## config.mk

```make
export PLATFORM = sky130hd
export DESIGN_NAME = mfp_multi_digit_seven_segment_scanner
export DESIGN_NICKNAME = d
export VERILOG_FILES = /design/src/rtl/mfp_multi_digit_seven_segment_scanner.sv
export SDC_FILE = /design/constraint.sdc
export NUM_CORES = 1
export LEC_CHECK = 0
export BUFFER_PORTS_ARGS = -buffer_cell sky130_fd_sc_hd__buf_2
export CAP_MARGIN = 40
export CELL_PAD_IN_SITES_DETAIL_PLACEMENT = 1
export CELL_PAD_IN_SITES_GLOBAL_PLACEMENT = 2
export CORE_ASPECT_RATIO = 0.9
export CORE_MARGIN = 5
export CORE_UTILIZATION = 28
export DETAILED_ROUTE_END_ITERATION = 10
export GPL_TIMING_DRIVEN = 0
export PLACE_DENSITY_LB_ADDON = 0.1
export SLEW_MARGIN = 20
export SYNTH_ARGS = -nofsm -noshare
export SYNTH_HDL_FRONTEND = slang
export SYNTH_SLANG_ARGS = --single-unit
```

## constraint.sdc

```tcl
create_clock -name clk -period 3.3 [get_ports clk]
set_input_delay 0 -clock clk [delete_from_list [all_inputs] [get_ports clk]]
set_output_delay 0 -clock clk [all_outputs]
set_load 0.02 [all_outputs]
```

## src/rtl/mfp_multi_digit_seven_segment_scanner.sv

```systemverilog
// mfp_multi_digit_seven_segment_scanner
//   Time-multiplexed hex driver for N 7-segment digits that share segment lines
//   and have one enable (anode) each. Each digit owns a slot of DIGIT_CYCLES clocks.
//   The first DEAD_CYCLES clocks of a slot keep every anode off, so the previous
//   digit's pattern cannot ghost onto the next one. All inputs are sampled together
//   once per frame, so a frame never mixes old and new values.
//
// Ports
//   clk          system clock
//   reset        asynchronous, active-high reset
//   en           1: scanning runs; 0: scan position frozen and all outputs inactive
//   hex          4 bits per digit, digit 0 (rightmost) in hex[3:0]
//   dp           decimal point per digit, 1 = lit
//   digit_en     per-digit enable; 0 forces that digit (and its dp) blank
//   lzb          1 = suppress leading zeros
//   anodes       digit enables at pin polarity
//   segments     {g,f,e,d,c,b,a} at pin polarity
//   seg_dp       decimal point at pin polarity
//   frame_strobe one-cycle pulse marking a fresh input snapshot
module mfp_multi_digit_seven_segment_scanner #(
    parameter int N_DIGITS      = 8,
    parameter int DIGIT_CYCLES  = 50000,
    parameter int DEAD_CYCLES   = 500,
    parameter int ANODE_ACT_LOW = 1,
    parameter int SEG_ACT_LOW   = 1
) (
    input  logic                    clk,
    input  logic                    reset,
    input  logic                    en,
    input  logic [4*N_DIGITS-1:0]   hex,
    input  logic [N_DIGITS-1:0]     dp,
    input  logic [N_DIGITS-1:0]     digit_en,
    input  logic                    lzb,
    output logic [N_DIGITS-1:0]     anodes,
    output logic [6:0]              segments,
    output logic                    seg_dp,
    output logic                    frame_strobe
);

    localparam int IDX_W = (N_DIGITS > 1) ? $clog2(N_DIGITS) : 1;
    localparam int CYC_W = $clog2(DIGIT_CYCLES);

    localparam logic [CYC_W-1:0] CYC_LAST  = CYC_W'(DIGIT_CYCLES - 1);
    localparam logic [CYC_W-1:0] DEAD_LAST = CYC_W'((DEAD_CYCLES > 0) ? DEAD_CYCLES - 1 : 0);
    localparam logic [IDX_W-1:0] IDX_LAST  = IDX_W'(N_DIGITS - 1);

    // Inactive pin levels; XOR with these converts internal active-high to pin polarity.
    localparam logic [N_DIGITS-1:0] AN_OFF  = {N_DIGITS{ANODE_ACT_LOW != 0}};
    localparam logic [6:0]          SEG_OFF = {7{SEG_ACT_LOW != 0}};
    localparam logic                DP_OFF  = (SEG_ACT_LOW != 0);

    typedef enum logic {
        S_BLANK,
        S_DRIVE
    } state_t;

    // With no dead time the scanner lives in DRIVE permanently.
    localparam state_t RESET_STATE = (DEAD_CYCLES == 0) ? S_DRIVE : S_BLANK;

    function automatic logic [6:0] glyph(input logic [3:0] v);
        case (v)
            4'h0: glyph = 7'h3F;
            4'h1: glyph = 7'h06;
            4'h2: glyph = 7'h5B;
            4'h3: glyph = 7'h4F;
            4'h4: glyph = 7'h66;
            4'h5: glyph = 7'h6D;
            4'h6: glyph = 7'h7D;
            4'h7: glyph = 7'h07;
            4'h8: glyph = 7'h7F;
            4'h9: glyph = 7'h6F;
            4'hA: glyph = 7'h77;
            4'hB: glyph = 7'h7C;
            4'hC: glyph = 7'h39;
            4'hD: glyph = 7'h5E;
            4'hE: glyph = 7'h79;
            default: glyph = 7'h71;
        endcase
    endfunction

    state_t                state_q, state_d;
    logic [CYC_W-1:0]      cyc_q, cyc_d;
    logic [IDX_W-1:0]      idx_q, idx_d;
    logic                  started_q, started_d;
    logic [4*N_DIGITS-1:0] snap_hex_q, snap_hex_d;
    logic [N_DIGITS-1:0]   snap_dp_q, snap_dp_d;
    logic [N_DIGITS-1:0]   snap_den_q, snap_den_d;
    logic                  snap_lzb_q, snap_lzb_d;
    logic [N_DIGITS-1:0]   anodes_q, anodes_d;
    logic [6:0]            segments_q, segments_d;
    logic                  seg_dp_q, seg_dp_d;
    logic                  strobe_q, strobe_d;

    logic [4*N_DIGITS-1:0] hex_eff;
    logic [N_DIGITS-1:0]   dp_eff;
    logic [N_DIGITS-1:0]   den_eff;
    logic                  lzb_eff;
    logic [N_DIGITS-1:0]   dig_blank;
    logic [N_DIGITS-1:0]   an_hi;
    logic                  zero_run;
    logic                  cyc_wrap;
    logic                  take_snap;

    // Before the first snapshot exists the live inputs stand in for it, so a
    // zero-dead-time configuration never shows the reset contents of the snapshot.
    always_comb begin
        hex_eff = started_q ? snap_hex_q : hex;
        dp_eff  = started_q ? snap_dp_q  : dp;
        den_eff = started_q ? snap_den_q : digit_en;
        lzb_eff = started_q ? snap_lzb_q : lzb;
    end

    // Leading-zero run scanned from the most significant digit down; a lit dp ends it.
    always_comb begin
        zero_run  = 1'b1;
        dig_blank = '0;
        for (int i = N_DIGITS - 1; i >= 0; i--) begin
            zero_run     = zero_run & (hex_eff[4*i +: 4] == 4'h0) & ~dp_eff[i];
            dig_blank[i] = ~den_eff[i] | (lzb_eff & zero_run & (i > 0));
        end
    end

    always_comb begin
        an_hi = '0;
        for (int i = 0; i < N_DIGITS; i++) begin
            an_hi[i] = (idx_q == IDX_W'(i));
        end
    end

    assign cyc_wrap  = (cyc_q == CYC_LAST);
    assign take_snap = en & (~started_q | (cyc_wrap & (idx_q == IDX_LAST)));

    always_comb begin
        state_d    = state_q;
        cyc_d      = cyc_q;
        idx_d      = idx_q;
        started_d  = started_q;
        snap_hex_d = snap_hex_q;
        snap_dp_d  = snap_dp_q;
        snap_den_d = snap_den_q;
        snap_lzb_d = snap_lzb_q;
        anodes_d   = AN_OFF;
        segments_d = SEG_OFF;
        seg_dp_d   = DP_OFF;
        strobe_d   = 1'b0;

        if (en) begin
            started_d = 1'b1;
            if (take_snap) begin
                snap_hex_d = hex;
                snap_dp_d  = dp;
                snap_den_d = digit_en;
                snap_lzb_d = lzb;
                strobe_d   = 1'b1;
            end

            if (cyc_wrap) begin
                cyc_d = '0;
                idx_d = (idx_q == IDX_LAST) ? '0 : idx_q + 1'b1;
            end else begin
                cyc_d = cyc_q + 1'b1;
            end

            case (state_q)
                S_BLANK: begin
                    if (cyc_q == DEAD_LAST) state_d = S_DRIVE;
                end
                default: begin
                    anodes_d = an_hi ^ AN_OFF;
                    // A blank digit keeps its anode slot so brightness stays uniform.
                    if (!dig_blank[idx_q]) begin
                        segments_d = glyph(hex_eff[{idx_q, 2'b00} +: 4]) ^ SEG_OFF;
                        seg_dp_d   = dp_eff[idx_q] ^ DP_OFF;
                    end
                    if (cyc_wrap) state_d = RESET_STATE;
                end
            endcase
        end
    end

    always_ff @(posedge clk or posedge reset) begin
        if (reset) begin
            state_q    <= RESET_STATE;
            cyc_q      <= '0;
            idx_q      <= '0;
            started_q  <= 1'b0;
            snap_hex_q <= '0;
            snap_dp_q  <= '0;
            snap_den_q <= '0;
            snap_lzb_q <= 1'b0;
            anodes_q   <= AN_OFF;
            segments_q <= SEG_OFF;
            seg_dp_q   <= DP_OFF;
            strobe_q   <= 1'b0;
        end else begin
            state_q    <= state_d;
            cyc_q      <= cyc_d;
            idx_q      <= idx_d;
            started_q  <= started_d;
            snap_hex_q <= snap_hex_d;
            snap_dp_q  <= snap_dp_d;
            snap_den_q <= snap_den_d;
            snap_lzb_q <= snap_lzb_d;
            anodes_q   <= anodes_d;
            segments_q <= segments_d;
            seg_dp_q   <= seg_dp_d;
            strobe_q   <= strobe_d;
        end
    end

    assign anodes       = anodes_q;
    assign segments     = segments_q;
    assign seg_dp       = seg_dp_q;
    assign frame_strobe = strobe_q;

endmodule

```

After elaboration in Yosys (flattened, before gate mapping)
Memory sizes are Yosys's and may differ from the RTL's.
Cells that the tools add are included.
- bitwise operators: 49
- reduce and logical (&&, ||, !) cells: 10
- add/subtract/negate cells: 2
- eq/ne operators: 9
- shift-type cells: 1
- mux-type cells: 26
- order comparisons: 1
- operators with widths (operator ; number):
    7-bit 2-to-1 mux ; 6
    32-bit 2-to-1 mux ; 1
    8-bit 2-to-1 mux ; 4
    32-bit by 6-bit indexed part select with 4-bit output ; 1
    4-bit zero test ; 7
    1-bit AND ; 22
    1-bit NOT ; 17
    16-bit by 1-bit adder with 16-bit output (second input constant) ; 1
    16-bit equality test (second input constant) ; 1
    16-bit by 9-bit equality test with 1-bit output (second input constant) ; 1
    16-bit 2-to-1 mux ; 1
    3-bit equality test (second input constant) ; 4
    1-bit 2-to-1 mux ; 11
    8-bit NOT ; 1
    1-bit OR ; 8
    7-bit NOT ; 1
    1-bit binary-select mux with 3-bit select ; 2
    3-bit by 2-bit equality test with 1-bit output (second input constant) ; 2
    3-bit by 4-bit less-than comparator with 1-bit output (second input constant) ; 1
    2-bit AND reduction ; 2
    3-bit by 1-bit adder with 3-bit output (second input constant) ; 1
    3-bit by 1-bit equality test with 1-bit output (second input constant) ; 1
    3-bit zero test ; 1
    3-bit 2-to-1 mux ; 1
- memory bits (read-only): 112
- logic and storage cells: 111
- memories: 1
- flip-flop bits (word level): 87
- output and inout port bits: 17
- memory list (name ; words ; bits a word ; read ports ; clocked after Yosys merged registers in ; wr ports ; RTL line ; text):
    (no name shown) ; 16 ; 7 ; 1 ; 0 ; 0 ; 61 ; case (v)

Logic depth before layout (Yosys ltp)
Gate-level depths: netlist of run 1.
- word-level depth: 26
- gate-level depth with buffers: 10

Worst setup path before layout of run 1
No wires, ideal clock.
- path type: reg-to-reg
- start point: reg idx_q[0]
- end point: reg segments_q[0] (netlist: segments[0])
- stages on the path, launching flop included: 11
- library setup time: 0.084 ns
- period minus slack after synthesis: 2.278 ns
- arrival time: 2.195 ns
- setup slack: 1.022 ns
- cells stage by stage: dfrtp_1 -> buf_6 -> buf_8 -> mux4_2 -> a22oi_2 -> and3_4 -> inv_2 -> ha_1 -> inv_1 -> o22ai_1 -> a311o_1
- longest elaborated chain between the ends: 9
- RTL lines (what ; RTL line ; text):
    from (decl) ; 83 ; logic [IDX_W-1:0] idx_q, idx_d;
    from (signal assigned) ; 198 ; idx_q <= idx_d;
    32-bit by 6-bit indexed part select with 4-bit output ; 172 ; segments_d = glyph(hex_eff[{idx_q, 2'b00} +: 4]) ^ SEG_OFF;
    memory 16 x 7 bit ; n/a ;
    7-bit 2-to-1 mux ; 171 ; if (!dig_blank[idx_q]) begin
    7-bit 2-to-1 mux ; 164 ; case (state_q)
    7-bit 2-to-1 mux ; 147 ; if (en) begin
    7-bit NOT (no source line) ; n/a ;
    7-bit 2-to-1 mux * ; 171 ;
    7-bit 2-to-1 mux * ; 164 ;
    7-bit 2-to-1 mux * ; 147 ;
    via segments_d[0] ; 90 ; logic [6:0] segments_q, segments_d;
    to (signal assigned) ; 205 ; segments_q <= segments_d;
    to (decl) ; 90 ;
Mark *: on every way through the listed nets, which the timed path passes. The rest lies on a longest branch. The select of a mux whose other input is x is not followed.
A chain may end at the register's enable or synchronous reset.

Final worst setup path of run 1
- start point: reg started_q
- end point: reg segments_q[0] (netlist: segments[0])
- longest elaborated chain between the ends: 22
- RTL lines (what ; RTL line ; text):
    from (decl) ; 84 ; logic started_q, started_d;
    from (signal assigned) ; 199 ; started_q <= started_d;
    32-bit 2-to-1 mux or 8-bit 2-to-1 mux (tied branches) ; 107, 108 ;
    4-bit zero test or 1-bit NOT (tied branches) ; 118 ; zero_run = zero_run & (hex_eff[4*i +: 4] == 4'h0) & ~dp_eff[i];
    1-bit AND (13 in a row) ; 118 ;
    1-bit AND ; 119 ; dig_blank[i] = ~den_eff[i] | (lzb_eff & zero_run & (i > 0));
    1-bit OR ; 119 ;
    1-bit binary-select mux with 3-bit select ; 171 ;
    1-bit 2-to-1 mux (implied by the code) ; 171 ;
    7-bit 2-to-1 mux * ; 171 ;
    7-bit 2-to-1 mux * ; 164 ;
    7-bit 2-to-1 mux * ; 147 ;
    via segments_d[0] ; 90 ;
Marked as above.

==> results.yml, run 1 <==
finish:
  fillers: 1819
  regArea_mm2: 0.002197
  drive_gt1_share_pct: 26.94
  nets: 587
  multi_input_area_mm2: 0.002426
  final_cells: 738
  antennaDiodeCount: 0
  synthToLayoutAreaGrowth_pct: 29.49
floorplanning:
  floorplan.rows: 45
  start_util_pct: 28.40
  die_h_um: 134.0
  fp.dieW_um: 147.7
  die_area_mm2: 0.01979
  core_mm2: 0.01683
  io_pins: 69
pwr:
  p_sw_share_pct: 27.44
  p_int_mw: 1.852
  p_sw_mw: 0.7001
  clockPowerShare_pct: 38.1
  pwr-share-seq_pct: 48.1
  leakage_nw: 2.782
  powerDensity_mw_per_mm2: 412.2
  ir_worst_vdd_mv: 0.2459
  combPwrFrac_pct: 13.8
setup_path:
  critPathCaptureType: "flop"
  crit_slowest_cell: "a211oi_2"
  rrSetupSlack_ns: 0.58
  r2r-end: "segments[0]"
  crit_family: "compound AO/OA/AOI/OAI gates"
  setup.worst_path.class: "flop to flop"
  r2r-start: "started_q"
  start_kind: "flop"
  critPathMaxStageDelay_ns: 0.67
  worstPathRequired_ns: 3.58
  crit_fanout: 10
  arrival_ns: 3.00
  worstRegToRegCells: 8
  path_cells: "buf_4, buf_4, clkbuf_1, nand3b_1, a21oi_1, a31oi_1, a211oi_2, a311o_1"
  cp.depth: 8
  crit_top_cell: "buf_4"
  cp.buffers_inverters: 3
logic_synthesis:
  ys_types: 57
  synthCells: 392
  syn-num-nets: 457
  ys_ff_latch: 87
  ys_top_cells_by_area: "dfrtp_1, mux2_1, dfstp_2, mux4_2, mux4_1"
  synthFlopType: "dfrtp_1"
  ys_async_sr_fraction_pct: 100.0
  syn_area_mm2: 0.004781
  ys_warn_count: 0
  synth_edf_count: 0
  yosysTopAreaCellShare_pct: 37.16
  avgSynthCellArea_um2: 12.20
  synth_area_leader_cell: "dfrtp_1"
  yosysSeqAreaShare_pct: 45.96
detailed_routing:
  wl_met1_um: 6754
  via_per_inst: 4.931
  vias: 3639
  routedWlPerCell_um: 18.97
  finalWirelength_um: 14000
  detail-route-antenna-nets: 0
  drc: 0
  drt_iter0_markers: 128
  wl_met2_um: 6620
  drt-pass1-iter-count: 4
  highest_layer: "met4"
  met3_length_um: 466
placed_design:
  place_congestion: 0.7579
  numPortBuffers: 68
  placed_cells: 672
  pre_cts_slack_ns: 0.4948
  post-dp-hpwl_um: 10470
timing:
  min_period_ns: 2.722
  finalCritPeriodShare_pct: 82.49
  timing.final.ws_setup_ns: 0.5778
  setup_viol: 0
  slew_headroom_pct: 49.79
  fmax_mhz: 367.4
  slew_viol_final: 0
  hold_violations: 0
  fin_hold_ws_ns: 0.1912
  tightest_slew_ns: 0.7518
  rsz0062_at_grt: "no"
  fin_skew_ns: 0.008249
clock_network:
  clock_sinks: 87
  post-cts-setup-buffer-count: 0
  clockRootBuffer: "clkbuf_16"
  clk_pin_slew_ns: 0.07
  cts_tree: "done"
  cts.repair.resized: 0
  clkLatencyLatePin_ns: 0.35
  cts_max_path_buffers: 2
  cts_buffers: 9
  htree_levels: 3
worst_hold_path:
  hp-class: "primary input to asynchronous set/reset pin"
global_route:
  gr-total-overflow: 0
  grt_max_degree: 59
  grt_pass1_wl_um: 22630
  grtUsageTotal_pct: 14.79
  antenna_found_initial: 0
  grt_pass1_vias: 3940
run_status:
  status: "finished clean"
job:
  drv_cap: 0
[cell families after synthesis]
logic type	count (synthesis)	share of synthesized area (%)
AND/OR/NAND/NOR	123	13.87
XOR/XNOR	13	2.382
multiplexers	82	24.81
AO/OA/AOI/OAI	42	6.281
adder cells (fa/ha/maj)	13	3.402
buffers and inverters	32	3.297
flip-flops	87	45.96
[cell usage after synthesis, drive strengths merged, types with 2 or more instances]
cell / n
a221o: 2
mux2i: 9
buf: 14
or4: 2
xnor2: 8
nand3: 20
a22oi: 6
inv: 11
clkbuf: 7
a21oi: 4
or2: 2
dfrtp: 71
and2: 3
nor4b: 5
nand4: 7
o21ai: 13
nand2: 28
ha: 13
and3: 3
a211o: 3
xor2: 5
nor4: 10
dfstp: 16
o22ai: 4
a31oi: 3
nor2b: 3
mux4: 22
nand3b: 3
nor2: 24
mux2: 51
nand2b: 4
nor3: 4
[worst reg2reg max path: stages, from the launching register on]
cell	delay, ns
dfrtp_1	0.33
buf_4	0.21
buf_4	0.26
clkbuf_1	0.46
nand3b_1	0.13
a21oi_1	0.25
a31oi_1	0.13
a211oi_2	0.67
a311o_1	0.22
[power groups by stage]
stage	clock network, mW	registers (mW)	logic, mW
finish	0.973	1.23	0.352
detailed placement	0	1.24	0.314
global route	1.06	1.24	0.395
global placement	0	1.24	0.301
floorplan	0	1.22	0.205
CTS	1.02	1.23	0.359
[what timing repair did]
| item | CTS | global route |
|---|---|---|
| hold buffers | 50 | 0 |
| endpoints found under the hold margin | 126 | 0 |
| setup endpoints to repair | 0 | 0 |
[registers in the layout, indices dropped and copies added, names as in the netlist]
register,flops
idx_q,3
seg_dp,1
segments,7
frame_strobe,1
cyc_q,16
anodes,8
snap_den_q,8
started_q,1
snap_hex_q,32
state_q,1
snap_lzb_q,1
snap_dp_q,8
[worst max-delay path by stage]
stage | start | end
2_1_floorplan | idx_q[0] | segments[0]
6_report | started_q | segments[0]
3_5_place_dp | started_q | segments[1]
3_3_place_gp | reset | snap_den_q[3]
5_1_grt | started_q | segments[1]
4_1_cts | started_q | segments[1]
[through the flow]
step / utilization (%) / area [µm²] / TNS (ns) / total power [mW]
after global routing: 36.77 / 6191 / 0 / 2.698
after floorplan: - / 4781 / 0 / 1.424
after global placement: 31.99 / 5385 / -18.85 / 1.545
after detailed placement: 32.18 / 5418 / 0 / 1.558
after CTS: 36.77 / 6191 / 0 / 2.603
final: 36.77 / 6191 / 0 / 2.552
[cell type report]
cell class,count,share of cell area [%]
timing repair buffer,119,14.03
clock inverter,7,0.7680
clock buffer,9,3.638
multi-input combinational,273,39.19
buffer,21,1.880
inverter,11,0.7478
sequential,87,35.49
tap,211,4.264
[layer usage]
layer / vias up / track usage (%)
met5: - / 0
met4: 0 / 3.571
met3: 9 / 2.973
met2: 71 / 24.31
met1: 1830 / 20.17
li1: 1729 / -
[layout by cell type, fill, tap and decap left out, drive strengths merged, types with 5 or more instances in the layout]
cell | Yosys | final
mux4 | 22 | 22
nor4b | 5 | 5
clkbuf | 7 | 16
dfrtp | 71 | 71
a22oi | 6 | 6
nand4 | 7 | 7
ha | 13 | 13
buf | 14 | 83
nand3 | 20 | 20
nand2 | 28 | 28
mux2i | 9 | 9
mux2 | 51 | 51
nor2 | 24 | 24
inv | 11 | 13
xnor2 | 8 | 8
dfstp | 16 | 16
o21ai | 13 | 13
dlygate4sd3 | 0 | 50
nor4 | 10 | 10
xor2 | 5 | 5
(Power assumes the default switching activity.)
==> run 2, diff against run 1 <==
Clock period 3.3 ns to 2.8 ns, I/O delays scaled along.
==> run 2 against run 1 <==
  * Core utilization up 0.052 points
  * Global-route usage about the same
  * Wire length increased by 0.25%
  * Via count increased by 0.49%
  * Critical path type unchanged
  * Critical endpoint is now segments[1]
  * Highest routed layer unchanged
==> results.yml, run 2 (synthesis results as in run 1) <==
floorplanning:
  start_util_pct: 28.40
  die_area_mm2: 0.01979
  core_mm2: 0.01683
  fp.dieW_um: 147.7
  io_pins: 69
  die_h_um: 134.0
  floorplan.rows: 45
placed_design:
  post-dp-hpwl_um: 10470
  pre_cts_slack_ns: -0.005206
  place_congestion: 0.7579
  numPortBuffers: 68
  placed_cells: 672
timing:
  min_period_ns: 2.596
  timing.final.ws_setup_ns: 0.2036
  fmax_mhz: 385.2
  tightest_slew_ns: 0.4937
  slew_headroom_pct: 66.98
  setup_viol: 0
  rsz0062_at_grt: "no"
  hold_violations: 0
  fin_hold_ws_ns: 0.1921
  slew_viol_final: 0
  fin_skew_ns: 0.008334
  finalCritPeriodShare_pct: 92.73
finish:
  multi_input_area_mm2: 0.002434
  nets: 587
  layout_commonest_cell: "buf_2"
  top_regs: "snap_hex_q: 32 flops, cyc_q: 16 flops"
  final_util_pct: 36.83
  top_register: "snap_hex_q"
  antennaDiodeCount: 0
  fillers: 1820
  drive_gt1_share_pct: 27.13
  regArea_mm2: 0.002197
  largest_reg_flops: 32
  final_cells: 738
  synthToLayoutAreaGrowth_pct: 29.68
  most-common-layout-cells: "buf_2, dfrtp_1, dlygate4sd3_1"
global_route:
  grtUsageTotal_pct: 14.81
  antenna_found_initial: 0
  grt_max_degree: 59
  gr-total-overflow: 0
  grt_pass1_wl_um: 22660
  grt_pass1_vias: 3946
detailed_routing:
  via_per_inst: 4.955
  detail-route-antenna-nets: 0
  drt-pass1-iter-count: 4
  drc: 0
  drt_iter0_markers: 128
  routedWlPerCell_um: 19.02
  finalWirelength_um: 14040
  vias: 3657
clock_network:
  clock_sinks: 87
  clk_pin_slew_ns: 0.07
  cts_tree: "done"
  clkLatencyLatePin_ns: 0.35
  htree_levels: 3
  cts_max_path_buffers: 2
  cts_buffers: 9
  clockRootBuffer: "clkbuf_16"
pwr:
  ir_worst_vdd_mv: 0.2885
  leakage_nw: 2.789
  power_mw: 3.005
  powerDensity_mw_per_mm2: 484.7
job:
  drv_cap: 0
setup_path:
  setup.worst_path.class: "flop to flop"
  arrival_ns: 2.87
  crit_fanout: 10
  start_kind: "flop"
  rrSetupSlack_ns: 0.20
  critPathCaptureType: "flop"
  worstPathRequired_ns: 3.07
worst_hold_path:
  hp-class: "primary input to asynchronous set/reset pin"
run_status:
  status: "finished clean"
## run 2: cell types whose count changed in the layout (fill, tap and decap cells not counted)
cell	delta
a211oi_2	-1
a211oi_4	+1
clkbuf_1	-1
clkbuf_2	+1
## run 2: where the power goes
group          leakage (nW)  internal [mW]  total [mW]  switching, mW
Combinational          1.57          0.226       0.415          0.190
Sequential             1.09           1.35        1.45         0.0929
Clock                 0.132          0.603        1.14          0.540
Total                  2.79           2.18        3.00          0.823
## run 2: routing by layer
metal | track usage (%) | wire (µm) | vias to the layer above
met5 | 0 | 0 | -
met4 | 3.571 | 159 | 0
met3 | 2.973 | 492 | 9
met2 | 24.31 | 6664 | 70
met1 | 20.22 | 6720 | 1855
li1 | - | - | 1723
## run 2: final cells by class
class / instances / share of cell area, %
Inverter: 11 / 0.7467
Multi-Input combinational cell: 273 / 39.25
Timing Repair Buffer: 119 / 14.01
Sequential cell: 87 / 35.44
Tap cell: 211 / 4.258
Buffer: 21 / 1.897
Clock buffer: 9 / 3.633
Clock inverter: 7 / 0.7669
## run 2: final timing paths
kind | startpoint | to | cells after the start
worst max-delay path | idx_q[0] | segments[1] | 7
worst max register to register | idx_q[0] | segments[1] | 7
worst min register to register | snap_den_q[5] | snap_den_q[5] | 1
worst min-delay path | reset | cyc_q[1] | 3
max in group asynchronous | reset | anodes[3] | 4
min in group clk | en | cyc_q[3] | 4
## run 2: stage by stage
stage | TNS, ns | cell area, µm²
floorplan | 0 | 4781
global placement | -54.37 | 5385
detailed placement | -0.005206 | 5418
CTS | 0 | 6198
global route | 0 | 6200
finish | 0 | 6200
## run 2: what timing repair did
action,CTS,global route
hold buffers,50,0
gates cloned,0,0
setup buffers,0,0
resized for setup,1,2
endpoints found under the hold margin,126,0
setup endpoints to repair,3,8
## run 2: worst max-delay path: stages, from the launching register on
cell and delay, ns:
dfrtp_1 0.42, buf_6 0.21, mux4_1 0.64, a22oi_1 0.19, nand3_1 0.20, inv_1 0.21
mux2_2 0.35, a221o_1 0.30
